**src/rtl/stopwatch_tick_ctrl_pkg.sv**
```systemverilog
`default_nettype none
// ============================================================================
// Module   : stopwatch_tick_ctrl_pkg
// Purpose  : Shared definitions for the stopwatch control stage: the FSM state
//            encoding and the clock-divider ratio computation.
// Ports    : none (package)
// Config   : LAP_HOLD_EN is consumed by stopwatch_tick_ctrl, not here.
// Revision : 1.0 - initial release
// ============================================================================
package stopwatch_tick_ctrl_pkg;

  // The encoding is visible on the state port, so it is fixed explicitly.
  // 2'b11 is unused and recovers to ST_IDLE.
  typedef enum logic [1:0] {
    ST_IDLE  = 2'b00,
    ST_RUN   = 2'b01,
    ST_PAUSE = 2'b10
  } state_t;

  // Number of clk cycles between increase pulses while running.
  function automatic int calc_div(input int clk_hz, input int tick_hz);
    return clk_hz / tick_hz;
  endfunction

endpackage
`default_nettype wire

```
**src/rtl/btn_debounce.sv**
```systemverilog
`default_nettype none
// ============================================================================
// Module   : btn_debounce
// Purpose  : Synchronises one raw push-button and accepts a level change only
//            after it has been stable for DEB_CYCLES consecutive cycles.
//            Emits a one-cycle press pulse on an accepted rising level.
// Ports    : clk    in  1  clock, rising edge
//            rst    in  1  synchronous active-high reset
//            raw    in  1  asynchronous button level, high = pressed
//            stable out  1  debounced level
//            press  out  1  one-cycle pulse on accepted press
// Params   : DEB_CYCLES (>= 2)
// Revision : 1.0 - initial release
// ============================================================================
module btn_debounce
  import stopwatch_tick_ctrl_pkg::*;
#(
  parameter int DEB_CYCLES = 400_000
) (
  input  logic clk,
  input  logic rst,
  input  logic raw,
  output logic stable,
  output logic press
);

  localparam int            CW      = $clog2(DEB_CYCLES);
  localparam logic [CW-1:0] CNT_MAX = CW'(DEB_CYCLES - 1);

  logic          s1;
  logic          s2;
  logic          stable_d;
  logic [CW-1:0] cnt;

  always_ff @(posedge clk) begin
    if (rst) begin
      s1       <= 1'b0;
      s2       <= 1'b0;
      stable   <= 1'b0;
      stable_d <= 1'b0;
      cnt      <= '0;
    end else begin
      s1       <= raw;
      s2       <= s1;
      stable_d <= stable;
      // Any cycle agreeing with the accepted level restarts the qualification,
      // so only an uninterrupted run of disagreeing samples is accepted.
      if (s2 == stable) begin
        cnt <= '0;
      end else if (cnt == CNT_MAX) begin
        stable <= s2;
        cnt    <= '0;
      end else begin
        cnt <= cnt + CW'(1);
      end
    end
  end

  // Rising edge of the accepted level only; a release produces no event.
  assign press = stable & ~stable_d;

endmodule
`default_nettype wire

```
**src/rtl/stopwatch_tick_ctrl.sv**
```systemverilog
`default_nettype none
// ============================================================================
// Module   : stopwatch_tick_ctrl
// Purpose  : Control stage ahead of the stopwatch digit counters. Debounces
//            the start and clear buttons, runs the IDLE/RUN/PAUSE machine and
//            divides clk down to a one-cycle increase tick.
// Ports    : clk        in  1  clock, rising edge
//            rst        in  1  synchronous active-high reset
//            btn_start  in  1  raw start/pause button, high = pressed
//            btn_clear  in  1  raw clear/lap button, high = pressed
//            increase   out 1  registered one-cycle tick to the counter chain
//            clr        out 1  registered one-cycle clear to the counter chain
//            running    out 1  high while in RUN
//            state      out 2  IDLE=00, RUN=01, PAUSE=10
//            hold       out 1  lap-freeze request to the display
// Params   : CLK_HZ, TICK_HZ (CLK_HZ/TICK_HZ >= 2), DEB_CYCLES (>= 2)
// Config   : LAP_HOLD_EN - when defined, clear in RUN toggles hold;
//            when undefined, hold is tied low and clear in RUN is ignored.
// Revision : 1.0 - initial release
// ============================================================================
module stopwatch_tick_ctrl
  import stopwatch_tick_ctrl_pkg::*;
#(
  parameter int CLK_HZ     = 40_000_000,
  parameter int TICK_HZ    = 100,
  parameter int DEB_CYCLES = 400_000
) (
  input  logic       clk,
  input  logic       rst,
  input  logic       btn_start,
  input  logic       btn_clear,
  output logic       increase,
  output logic       clr,
  output logic       running,
  output logic [1:0] state,
  output logic       hold
);

  localparam int            DIV       = calc_div(CLK_HZ, TICK_HZ);
  localparam int            PW        = $clog2(DIV);
  localparam logic [PW-1:0] PRESC_MAX = PW'(DIV - 1);

  logic start_press;
  logic clear_press;

  btn_debounce #(.DEB_CYCLES(DEB_CYCLES)) u_deb_start (
    .clk    (clk),
    .rst    (rst),
    .raw    (btn_start),
    .stable (),
    .press  (start_press)
  );

  btn_debounce #(.DEB_CYCLES(DEB_CYCLES)) u_deb_clear (
    .clk    (clk),
    .rst    (rst),
    .raw    (btn_clear),
    .stable (),
    .press  (clear_press)
  );

  state_t        state_q;
  state_t        state_n;
  logic [PW-1:0] presc_q;
  logic [PW-1:0] presc_n;
  logic          increase_n;
  logic          clr_n;

`ifdef LAP_HOLD_EN
  logic hold_q;
  logic hold_n;
`endif

  always_ff @(posedge clk) begin
    if (rst) begin
      state_q  <= ST_IDLE;
      presc_q  <= '0;
      increase <= 1'b0;
      clr      <= 1'b0;
`ifdef LAP_HOLD_EN
      hold_q   <= 1'b0;
`endif
    end else begin
      state_q  <= state_n;
      presc_q  <= presc_n;
      increase <= increase_n;
      clr      <= clr_n;
`ifdef LAP_HOLD_EN
      hold_q   <= hold_n;
`endif
    end
  end

  always_comb begin
    state_n    = state_q;
    presc_n    = presc_q;
    increase_n = 1'b0;
    clr_n      = 1'b0;
`ifdef LAP_HOLD_EN
    hold_n     = hold_q;
`endif
    case (state_q)
      ST_IDLE: begin
`ifdef LAP_HOLD_EN
        hold_n = 1'b0;
`endif
        // Start has priority; a simultaneous clear is dropped.
        if (start_press) begin
          state_n = ST_RUN;
          presc_n = '0;
        end else if (clear_press) begin
          clr_n = 1'b1;
        end
      end
      ST_RUN: begin
        if (start_press) begin
          // Prescaler phase is frozen on the pausing edge so that a resume
          // continues exactly where counting stopped.
          state_n = ST_PAUSE;
        end else begin
          if (presc_q == PRESC_MAX) begin
            presc_n    = '0;
            increase_n = 1'b1;
          end else begin
            presc_n = presc_q + PW'(1);
          end
`ifdef LAP_HOLD_EN
          if (clear_press) begin
            hold_n = ~hold_q;
          end
`endif
        end
      end
      ST_PAUSE: begin
        // Clear has priority here; a simultaneous start is dropped.
        if (clear_press) begin
          state_n = ST_IDLE;
          clr_n   = 1'b1;
`ifdef LAP_HOLD_EN
          hold_n  = 1'b0;
`endif
        end else if (start_press) begin
          state_n = ST_RUN;
        end
      end
      default: begin
        state_n = ST_IDLE;
        presc_n = '0;
        clr_n   = 1'b1;
`ifdef LAP_HOLD_EN
        hold_n  = 1'b0;
`endif
      end
    endcase
  end

  assign state   = state_q;
  assign running = (state_q == ST_RUN);

`ifdef LAP_HOLD_EN
  assign hold = hold_q;
`else
  assign hold = 1'b0;
`endif

endmodule
`default_nettype wire
```
**config.mk**
```make
export PLATFORM = sky130hd
export DESIGN_NAME = stopwatch_tick_ctrl
export DESIGN_NICKNAME = d
export VERILOG_FILES = /design/src/rtl/stopwatch_tick_ctrl_pkg.sv /design/src/rtl/btn_debounce.sv /design/src/rtl/stopwatch_tick_ctrl.sv
export SDC_FILE = /design/constraint.sdc
export NUM_CORES = 1
export LEC_CHECK = 0
export ABC_AREA = 1
export CAP_MARGIN = 40
export CORE_MARGIN = 2
export CORE_UTILIZATION = 60
export CTS_CLUSTER_SIZE = 12
export DETAILED_ROUTE_END_ITERATION = 6
export GPL_TIMING_DRIVEN = 0
export PLACE_DENSITY = 0.85
export SETUP_SLACK_MARGIN = 0.5
export SYNTH_ARGS = -nofsm -noshare
export SYNTH_HDL_FRONTEND = slang
export SYNTH_SLANG_ARGS = --single-unit
```
**constraint.sdc**
```tcl
create_clock -name clk -period 4.6 [get_ports clk]
set_input_delay 0.69 -clock clk [delete_from_list [all_inputs] [get_ports clk]]
set_output_delay 0.69 -clock clk [all_outputs]
set_load 0.005 [all_outputs]
```
# Yosys cells after proc, flatten, opt, wreduce, memory -nomap -nowiden

Cells that the tools add are included.

Bits in registers: 69
Logic and storage cells: 54

Add/sub/neg operators: 3
Equality and inequality tests: 10
Multiplexer cells: 12
Bitwise logic cells: 8
Reductions and logical operators: 7

Operators by type and width:

| operator                | count |
|---|---|
| $add A19 B1 Y19 const B | 3 |
| $eq A19 B19 Y1 const B  | 3 |
| $mux W19                | 3 |
| $pmux W19 S3            | 1 |
| $reduce_or A3 Y1        | 3 |
| $mux W2                 | 3 |
| $not A1 Y1              | 6 |
| $pmux W2 S3             | 1 |
| $ne A2 B2 Y1 const B    | 2 |
| $reduce_and A2 Y1       | 2 |
| $mux W1                 | 3 |
| $pmux W1 S3             | 1 |
| $reduce_and A3 Y1       | 1 |
| $and A1 B1 Y1           | 2 |
| $eq A1 B1 Y1            | 2 |
| $eq A2 B1 Y1 const B    | 1 |
| $eq A2 B2 Y1 const B    | 1 |
| $logic_not A2 Y1        | 1 |
| $ne A2 B1 Y1 const B    | 1 |

# Longest topological paths before layout

Depth after elaboration: 5
Mapped depth: 11
Depth with buffers taken out: 11

# Hierarchy

From an unflattened synthesis, not the netlist that was laid out.

Cell total of the unflattened synthesis: 530
Area total of the unflattened synthesis: 3,548.4 µm²

Modules (own cells, without submodules):

| module                     | times used | cells each | area each (µm²) | seq. area each (µm²) |
|---|---|---|---|---|
| stopwatch_tick_ctrl        | 1          | 207        | 1,342.5         | 460.4 |
| btn_debounce (u_deb_clear) | 1          | 163        | 1,103.6         | 460.4 |
| btn_debounce (u_deb_start) | 1          | 160        | 1,102.3         | 460.4 |

# Worst setup path before layout

OpenSTA, ideal clock, no wires.

Path type: input port to flip-flop
Start: input rst
End: register u_deb_start.cnt[16]
Library setup time: 0.066 ns
Arrival time: 1.484 ns
Required time: 4.534 ns
Setup slack: 3.049 ns
Cell stages on the path: 6
Buffers on the path: 1
Cells stage by stage: inv_1 -> o21ai_0 -> a21oi_1 -> nand2_4 -> buf_12 -> a21oi_2

Cells in the longest elaborated chain, start to end: 1

Ends and longest elaborated chain:

| item                              | line                      | text |
|---|---|---|
| start, declared                   | stopwatch_tick_ctrl.sv:29 | `input logic rst,` |
| $reduce_or A3 Y1 (no source line) | n/a                       |  |
| end signal, assigned              | btn_debounce.sv:54        | `cnt <= cnt + CW'(1);` |
| end, declared                     | btn_debounce.sv:33        | `logic [CW-1:0] cnt;` |

No other way between the ends.
A chain may end at the register's enable or synchronous reset.

# Final worst setup path

Start: register state_q[0] (netlist: state[0])
End: output running

Cells in the longest elaborated chain, start to end: 1

Ends and longest elaborated chain:

| item                   | line                       | text |
|---|---|---|
| start, declared        | stopwatch_tick_ctrl.sv:62  | `state_t state_q;` |
| start signal, assigned | stopwatch_tick_ctrl.sv:84  | `state_q <= state_n;` |
| $eq A2 B1 Y1           | stopwatch_tick_ctrl.sv:158 | `assign running = (state_q == ST_RUN);` |
| end, declared          | stopwatch_tick_ctrl.sv:34  | `output logic running,` |

No other way between the ends.

==> metrics.yaml <==
status: "finished clean"
gp_congestion: 0.9081
setup_violations: 0
synth.largest_area_cell: "dfxtp_1"
grt_pass1_vias: 2993
synth_nets: 516
synth-seq-cells: 69
io-pin-count: 10
layout_setup_ws_ns: 2.240
path_class: "reg2out"
die_w_um: 81.43
worst_setup_path_end_kind: "primary output"
finalInstanceArea_um2: 3955
mostFrequentLayoutCell: "nand2_1"
syn_area_um2: 3597
initial_core_util_pct: 61.48
hold_buffers: 0
reg2reg_depth: 9
wl_um: 7442
antenna_left: 0
port_buffers: 8
antenna_cells: 0
pre_cts_ws_ns: 2.332
finalHoldViolCount: 0
dr.pass1.iters: 5
globalRouteOverflowTotal: 0
rsz0062_at_grt: "false"
final_util_pct: 67.60
reg2reg_to: "u_deb_clear.cnt[0]$_SDFF_PP0_"
grt_pass1_wl_um: 12440
fin_setup_tns_ns: 0
fin_nets: 535
nFillCells: 493
cts_resized: 0
cts_sinks: 69
wl_per_cell_um: 12.24
finalMaxSlewViolations: 0
cts_buffers: 9
synth_cell_types: 40
hold_ws_ns: 0.4102
synth.area.top_cells: "dfxtp_1 38%, nand2_1 11%, inv_1 7.3%, nor2_1 7.0%, nand3_1 5.4%"
yosysWarningCount: 0
min_path_cells: 2
post-route-period-util_pct: 51.30
power_density_nw_per_um2: 276.0
via_count: 3255
grt_max_degree: 12
ir_drop_uv: 166.8
h-tree-depth: 3
clock_skew_ns: 0.009370
antenna_found_initial: 0
finalCriticalPeriod_ns: 2.360
crit_path_max_fanout: 5
cts_root_buf: "clkbuf_8"
regToRegSetupSlack_ns: 2.82
synth.top_cell.area_share_pct: 38.40
max_freq_ghz: 0.4238
place_hpwl_um: 5498
p_leak_uw: 0.001414
grt_usage_pct: 24.20
final_cell_mix: "104 x nand2_1, 70 x inv_1, 69 x dfxtp_1"
core_um2: 5851
hp-class: "reg2reg"
drtIter0Drc: 186
area_growth_pct: 9.948
synth.yosys.seq_area_share_pct: 38.40
rr_startpoint: "u_deb_clear.cnt[0]$_SDFF_PP0_"
placed_area_um2: 3771
clk_pin_slew_ns: 0.07
hp-start: "u_deb_clear.s1$_SDFF_PP0_"
cp.arrival_ns: 1.67
critPathLaunchType: "flop"
insertion_delay_ns: 0.34
viasPerCell: 5.354
drc: 0
synthCells: 509
hold_end: "u_deb_clear.s2$_SDFF_PP0_"
maxCapViolCount: 0
die_y_um: 81.43
drive_gt1_share_pct: 12.76
syn_area_per_cell_um2: 7.067
cts_tree: "yes"
die_area_um2: 6631
rows: 28
cts_setup_buffers: 0
clock_path_buffers: 2
required_ns: 3.91
==> stage by stage <==
stage	total power [uW]	cells
2_1_floorplan	627.2	509
3_3_place_gp	633.8	592
3_5_place_dp	634.6	592
4_1_cts	1099	608
5_1_grt	1126	608
6_report	1092	608
==> power breakdown <==
part | internal, uW | switching (uW) | total [uW]
sequential | 599 | 1.45 | 601
combinational | 7.55 | 12.5 | 20.0
clock | 250 | 221 | 471
==> critical path, cell delays in order (launching register included) <==
cell	delay, ns
dfxtp_1	0.40
inv_1	0.10
nor2_1	0.27
clkdlybuf4s50_1	0.57
==> flip-flops by register name (all words and copies together), names as in the netlist <==
register and cells:
presc_q 19, u_deb_clear.cnt 19, u_deb_start.cnt 19, state 2, clr 1, increase 1
u_deb_clear.s1 1, u_deb_clear.s2 1, u_deb_clear.stable 1, u_deb_clear.stable_d 1, u_deb_start.s1 1, u_deb_start.s2 1
u_deb_start.stable 1, u_deb_start.stable_d 1
==> synth_stat cells <==
cell type / count
nand2_1: 104
inv_1: 70
dfxtp_1: 69
nor2_1: 67
nand3_1: 39
a21oi_1: 23
nor3_1: 21
nor2_2: 20
nand4_1: 15
o21ai_0: 14
xor2_1: 11
nand2_2: 8
a21oi_2: 5
nor3_2: 4
ha_1: 3
nand2_4: 3
nor2_4: 3
buf_12: 2
clkbuf_1: 2
nor3_4: 2
o21bai_1: 2
or2_0: 2
or2_2: 2
xnor2_1: 2
a211oi_1: 1
a31oi_1: 1
and3_1: 1
buf_4: 1
buf_6: 1
conb_1: 1
inv_2: 1
nand3_2: 1
nand3b_1: 1
nand3b_4: 1
nor3b_1: 1
nor4_1: 1
nor4_2: 1
o211a_1: 1
o21a_1: 1
or2_1: 1
==> cell families (layout without fill, tap and decap cells) <==
logic type / count (synthesis) / count (layout) / share of synthesized area [%]
buffers and inverters: 77 / 101 / 9.252
XOR/XNOR: 13 / 13 / 3.165
AO/OA/AOI/OAI: 48 / 48 / 7.652
other: 1 / 1 / 0.1042
AND/OR/NAND/NOR: 298 / 298 / 40.38
adder cells (fa/ha/maj): 3 / 3 / 1.044
flip-flops: 69 / 69 / 38.40
==> final cells by class <==
cell class	count	area, um2	area share (%)
tap	75	93.84	2.373
timing repair buffer	8	80.08	2.025
sequential	69	1381	34.93
inverter	71	266.5	6.738
clock inverter	4	48.80	1.234
buffer	6	66.31	1.677
multi-input combinational	363	1883	47.61
clock buffer	12	135.1	3.417
==> worst max-delay path by stage <==
stage / from / to / slack (ns)
final: state[0]$_SDFFE_PP0P_ / running / 2.24
after global placement: rst / u_deb_start.cnt[13]$_SDFF_PP0_ / 2.37
after detailed placement: rst / u_deb_start.cnt[15]$_SDFF_PP0_ / 2.33
after floorplan: rst / u_deb_start.cnt[16]$_SDFF_PP0_ / 3.05
after global routing: state[0]$_SDFFE_PP0P_ / running / 2.15
after CTS: state[0]$_SDFFE_PP0P_ / running / 2.24
==> layer usage <==
metal / vias to the layer above / track usage (%) / wire length (um)
met5: - / 0 / 0
met4: 0 / 11.86 / 141
met3: 14 / 3.956 / 310
met2: 80 / 40.90 / 3575
met1: 1498 / 29.88 / 3415
li1: 1663 / - / -
No activity file was read; power rests on OpenSTA's default activity.
==> RTL change 1 (same settings) <==
Put a register stage on the output `running`, with the module's reset. The value now appears one clock later. The other outputs are not delayed to match. Comments in the files are not updated.
--- a/src/rtl/stopwatch_tick_ctrl.sv
+++ b/src/rtl/stopwatch_tick_ctrl.sv
@@ -155,7 +155,13 @@
   end
 
   assign state   = state_q;
-  assign running = (state_q == ST_RUN);
+  always_ff @(posedge clk) begin
+    if (rst) begin
+      running <= '0;
+    end else begin
+      running <= (state_q == ST_RUN);
+    end
+  end
 
 `ifdef LAP_HOLD_EN
   assign hold = hold_q;
Function: same outputs for any inputs over 10 cycles, from zero or initial values and one cycle with rst high; that may be too few to reach the edited logic, so the function may still have changed.
==> RTL change 1 against the original RTL <==
- clock power up 3%
- setup slack improved by 370 ps
- global-route usage down 0.15 points
- design area is 0.98% lower
- sequential cell count is 1 higher
- synthesized area shrank 1.2%
- sequential power rose by 1%
- wire length down 2.7%
- total power rose by 1.8%
- critical path type unchanged
==> RTL change 1: results (changes against the original RTL) <==
pwr-share-clk: 0.436  # +0.005
p_leak_nw: 1.40  # -1.1%
path_max_fanout: 4  # -1
cpMaxStageDelayCell: "clkdlybuf4s50_1"
grtUsageMet2: 0.426  # +0.0166
drtIter0Drc: 148  # -20%
reg_top3: "presc_q x19, u_deb_clear.cnt x19, u_deb_start.cnt x19"
yosysWarnings: 0  # unchanged
irDropWorstVdd_uv: 276  # +66%
root_buffer: "clkbuf_8"
ys.flop_type: "dfxtp_1"
critical_path_arrival_ps: 1300  # -370 ps
port_buffers: 8  # unchanged
met3_length_um: 369  # +19%
yosys-top-cells-count: "88 x nand2_1, 85 x nor2_1, 70 x dfxtp_1, 66 x inv_1, 28 x nand3_1"
antenna_found_initial: 0  # unchanged
instances_no_fill: 594  # -2.3%
ys_seq_area_frac: 0.394  # +0.0104
wl_met1_um: 3100  # -9.2%
cts_setup_buffers: 0  # unchanged
fin_nets: 522  # -2.4%
dpl-instance-area_um2: 3730  # -1.2%
htree_levels: 3  # unchanged
grt.total_usage: 0.240  # -0.00153
clk_pin_slew_ps: 70  # about the same
synth_compound_area_frac: 0.0665  # -0.00997
fin_skew_ps: 5.82  # -3.55 ps
clockBufferDepth: 2  # unchanged
drive_above_1_share: 0.118  # -0.0100
hp-class: "flip-flop to flip-flop"
hpwl_um: 5230  # -4.8%
wl_met2_um: 3620  # +1.2%
grt_pass1_wl_um: 12500  # +0.23%
grtUsageMet1: 0.275  # -0.0234
syn-mean-instance-area_um2: 7.16  # +1.4%
synth_mux_area_frac: 0  # unchanged
met3_usage: 0.0633  # +0.0238
cts_resized: 0  # unchanged
nFillCells: 509  # +3.2%
synth-adder-area-share: 0.0106  # +0.000129
synth_area_leaders: "dfxtp_1 39%, nand2_1 9.3%, nor2_1 9.0%"
max_stage_delay_ps: 530  # -40 ps
dp_slack_ps: 2350  # +15.2 ps
num_vias: 3201  # -1.7%
p_int_mw: 0.875  # +2.1%
grt_pass1_vias: 2974  # -0.63%
gp_congestion: 0.912  # +0.43%
dr.max_layer_used: "met4"
p_seq_mw: 0.609  # +1%
status: "completed"
syn_nets: 503  # -2.5%
dp_cells: 579  # -2.2%
ys_types: 38  # -5.0%
routed_wl_um: 7240  # -2.7%
crit_family: "buffers and inverters"
synth_xor_xnor_area_share: 0.0493  # +0.0176
drt-pass1-iter-count: 7  # +2
n_antenna_cell: 0  # unchanged
## RTL change 1: area by class of cell
cell class              instances  area (um2)  area share
multi-input cells             352        1840       0.470
plain buffers                   6        55.1      0.0141
flip-flops and latches         70        1400       0.358
repair buffers                  8        80.1      0.0204
clock buffers                  11         141      0.0361
clock inverters                 4        47.5      0.0121
well taps                      75        93.8      0.0240
inverters                      68         255      0.0652
## RTL change 1: metrics by stage
stage | power, mW | utilization
floorplan | 0.634 | -
global placement | 0.641 | 0.641
detailed placement | 0.641 | 0.641
CTS | 1.12 | 0.673
global route | 1.15 | 0.673
finish | 1.11 | 0.673
## RTL change 1: worst paths after layout
check / slack [ps] / end / start / cells after the start
max reg2reg: 2850 / u_deb_start.cnt[0] / u_deb_start.cnt[0] / 9
min reg2reg: 410 / u_deb_clear.s2 / u_deb_clear.s1 / 2
min: 410 / u_deb_clear.s2 / u_deb_clear.s1 / 2
max: 2610 / state[1] / state[1] / 1
==> RTL change 2 (same flow settings) <==
Without the edit above. Change the parameter `TICK_HZ` from 100 to 200.
--- a/src/rtl/stopwatch_tick_ctrl.sv
+++ b/src/rtl/stopwatch_tick_ctrl.sv
@@ -22,7 +22,7 @@
   import stopwatch_tick_ctrl_pkg::*;
 #(
   parameter int CLK_HZ     = 40_000_000,
-  parameter int TICK_HZ    = 100,
+  parameter int TICK_HZ    = 200,
   parameter int DEB_CYCLES = 400_000
 ) (
   input  logic       clk,
Function: same outputs for any inputs over 10 cycles, from zero or initial values and one cycle with rst high; that may be too few to reach the edited logic, so the function may still have changed.
==> RTL change 2 against the original RTL <==
- design area down 3.2%
- non-clock buffer count increased by 5
- utilization up 1.5 points
- critical path depth is the same
- register-to-register slack lost 90 ps
- setup slack better by 160 ps
- sequential power is 1% lower
- wire length fell by 7.1%
- sequential cell count is 1 lower
- total power rose by 4.5%
- worst hold slack got worse by 5.6 ps
- synthesized area is 4.2% lower
- global-route usage down 0.27 points
==> RTL change 2: results (changes against the original RTL) <==
drive_above_1_share: 0.132  # +0.00483
met3_usage: 0.0600  # +0.0204
grt_pass1_wl_um: 12100  # -2.4%
met3_length_um: 267  # -14%
vias_per_cell: 5.24  # -2.2%
gp_congestion: 0.877  # -3.4%
grt.total_usage: 0.239  # -0.00266
yosys-top-cells-count: "110 x nand2_1, 68 x dfxtp_1, 67 x nor2_1, 48 x inv_1, 33 x nand3_1"
fin_nets: 508  # -5.0%
switching_share: 0.211  # -0.00350
syn_nets: 489  # -5.2%
ys_types: 42  # +5.0%
status: "completed"
reg_top3: "u_deb_clear.cnt x19, u_deb_start.cnt x19, presc_q x18"
hpwl_um: 4890  # -11%
grtUsageMet2: 0.425  # +0.0162
drtIter0Drc: 138  # -26%
synth_compound_area_frac: 0.0687  # -0.00787
root_buffer: "clkbuf_8"
grtUsageMet1: 0.273  # -0.0261
wl_met1_um: 3130  # -8.2%
ff2ff_setup_slack_ps: 2730  # -90 ps
grt_pass1_vias: 2915  # -2.6%
synth-adder-area-share: 0.0109  # +0.000462
irDropWorstVdd_uv: 241  # +44%
nFillCells: 431  # -13%
synth_xor_xnor_area_share: 0.0458  # +0.0141
fin_skew_ps: 9.72  # +0.346 ps
cpMaxStageDelayCell: "clkdlybuf4s50_1"
max_stage_delay_ps: 520  # -50 ps
synth_area_leaders: "dfxtp_1 40%, nand2_1 12%, nor2_1 7.3%"
p_leak_nw: 1.35  # -4.7%
drt-pass1-iter-count: 4  # -1
ys_seq_area_frac: 0.395  # +0.0112
wl_met2_um: 3430  # -4.0%
wl_per_cell_um: 12.0  # -2.3%
cts_buffers: 9  # unchanged
path_max_fanout: 6  # +1
critical_path_arrival_ps: 1510  # -160 ps
htree_levels: 3  # unchanged
grt_max_degree: 13  # +1
[RTL change 2: final cells by class]
cell class	count	area [um2]	share of cell area
multi-input combinational	349	1800	0.469
sequential	68	1360	0.355
inverter	54	203	0.0529
clock buffer	9	124	0.0323
clock inverter	7	91.3	0.0238
tap	72	90.1	0.0235
buffer	11	82.6	0.0216
timing repair buffer	8	80.1	0.0209
[RTL change 2: cell families after synthesis]
group	count (synthesis)
simple gates	283
flops	68
buf+inv	65
compound gates	44
xor+xnor	18
fa+ha+maj	3
other cells	1
[RTL change 2: worst paths after layout]
check / from / endpoint / cells past startpoint
max reg2reg: u_deb_clear.cnt[0] / u_deb_clear.cnt[0] / 9
min reg2reg: u_deb_clear.s1 / u_deb_clear.s2 / 2
min: u_deb_clear.s1 / u_deb_clear.s2 / 2
max: state[0] / running / 3
[RTL change 2: per-stage QoR]
step | cell area (um2) | instances | hold WS [ps] | setup slack [ps] | total power, mW
after floorplan | 3440 | 482 | 388 | 3080 | 0.616
final | 3830 | 578 | 405 | 2400 | 1.14
after global routing | 3830 | 578 | 424 | 2330 | 1.18
after CTS | 3830 | 578 | 404 | 2390 | 1.15
after global placement | 3610 | 562 | 391 | 2370 | 0.623
after detailed placement | 3610 | 562 | 394 | 2380 | 0.623
[RTL change 2: power by group through the flow]
stage	Clock [mW]	Sequential (mW)	Combinational [mW]
6_report	0.532	0.592	0.0175
5_1_grt	0.566	0.592	0.0194
4_1_cts	0.541	0.592	0.0176
3_5_place_dp	0	0.605	0.0174
3_3_place_gp	0	0.605	0.0173
2_1_floorplan	0	0.605	0.0113
[RTL change 2: worst max-delay path, delay by kind of cell (launching register included)]
kind	cells	cell delay, ps
buffers and inverters	2	600
flip-flops	1	440
AND/OR/NAND/NOR	1	130
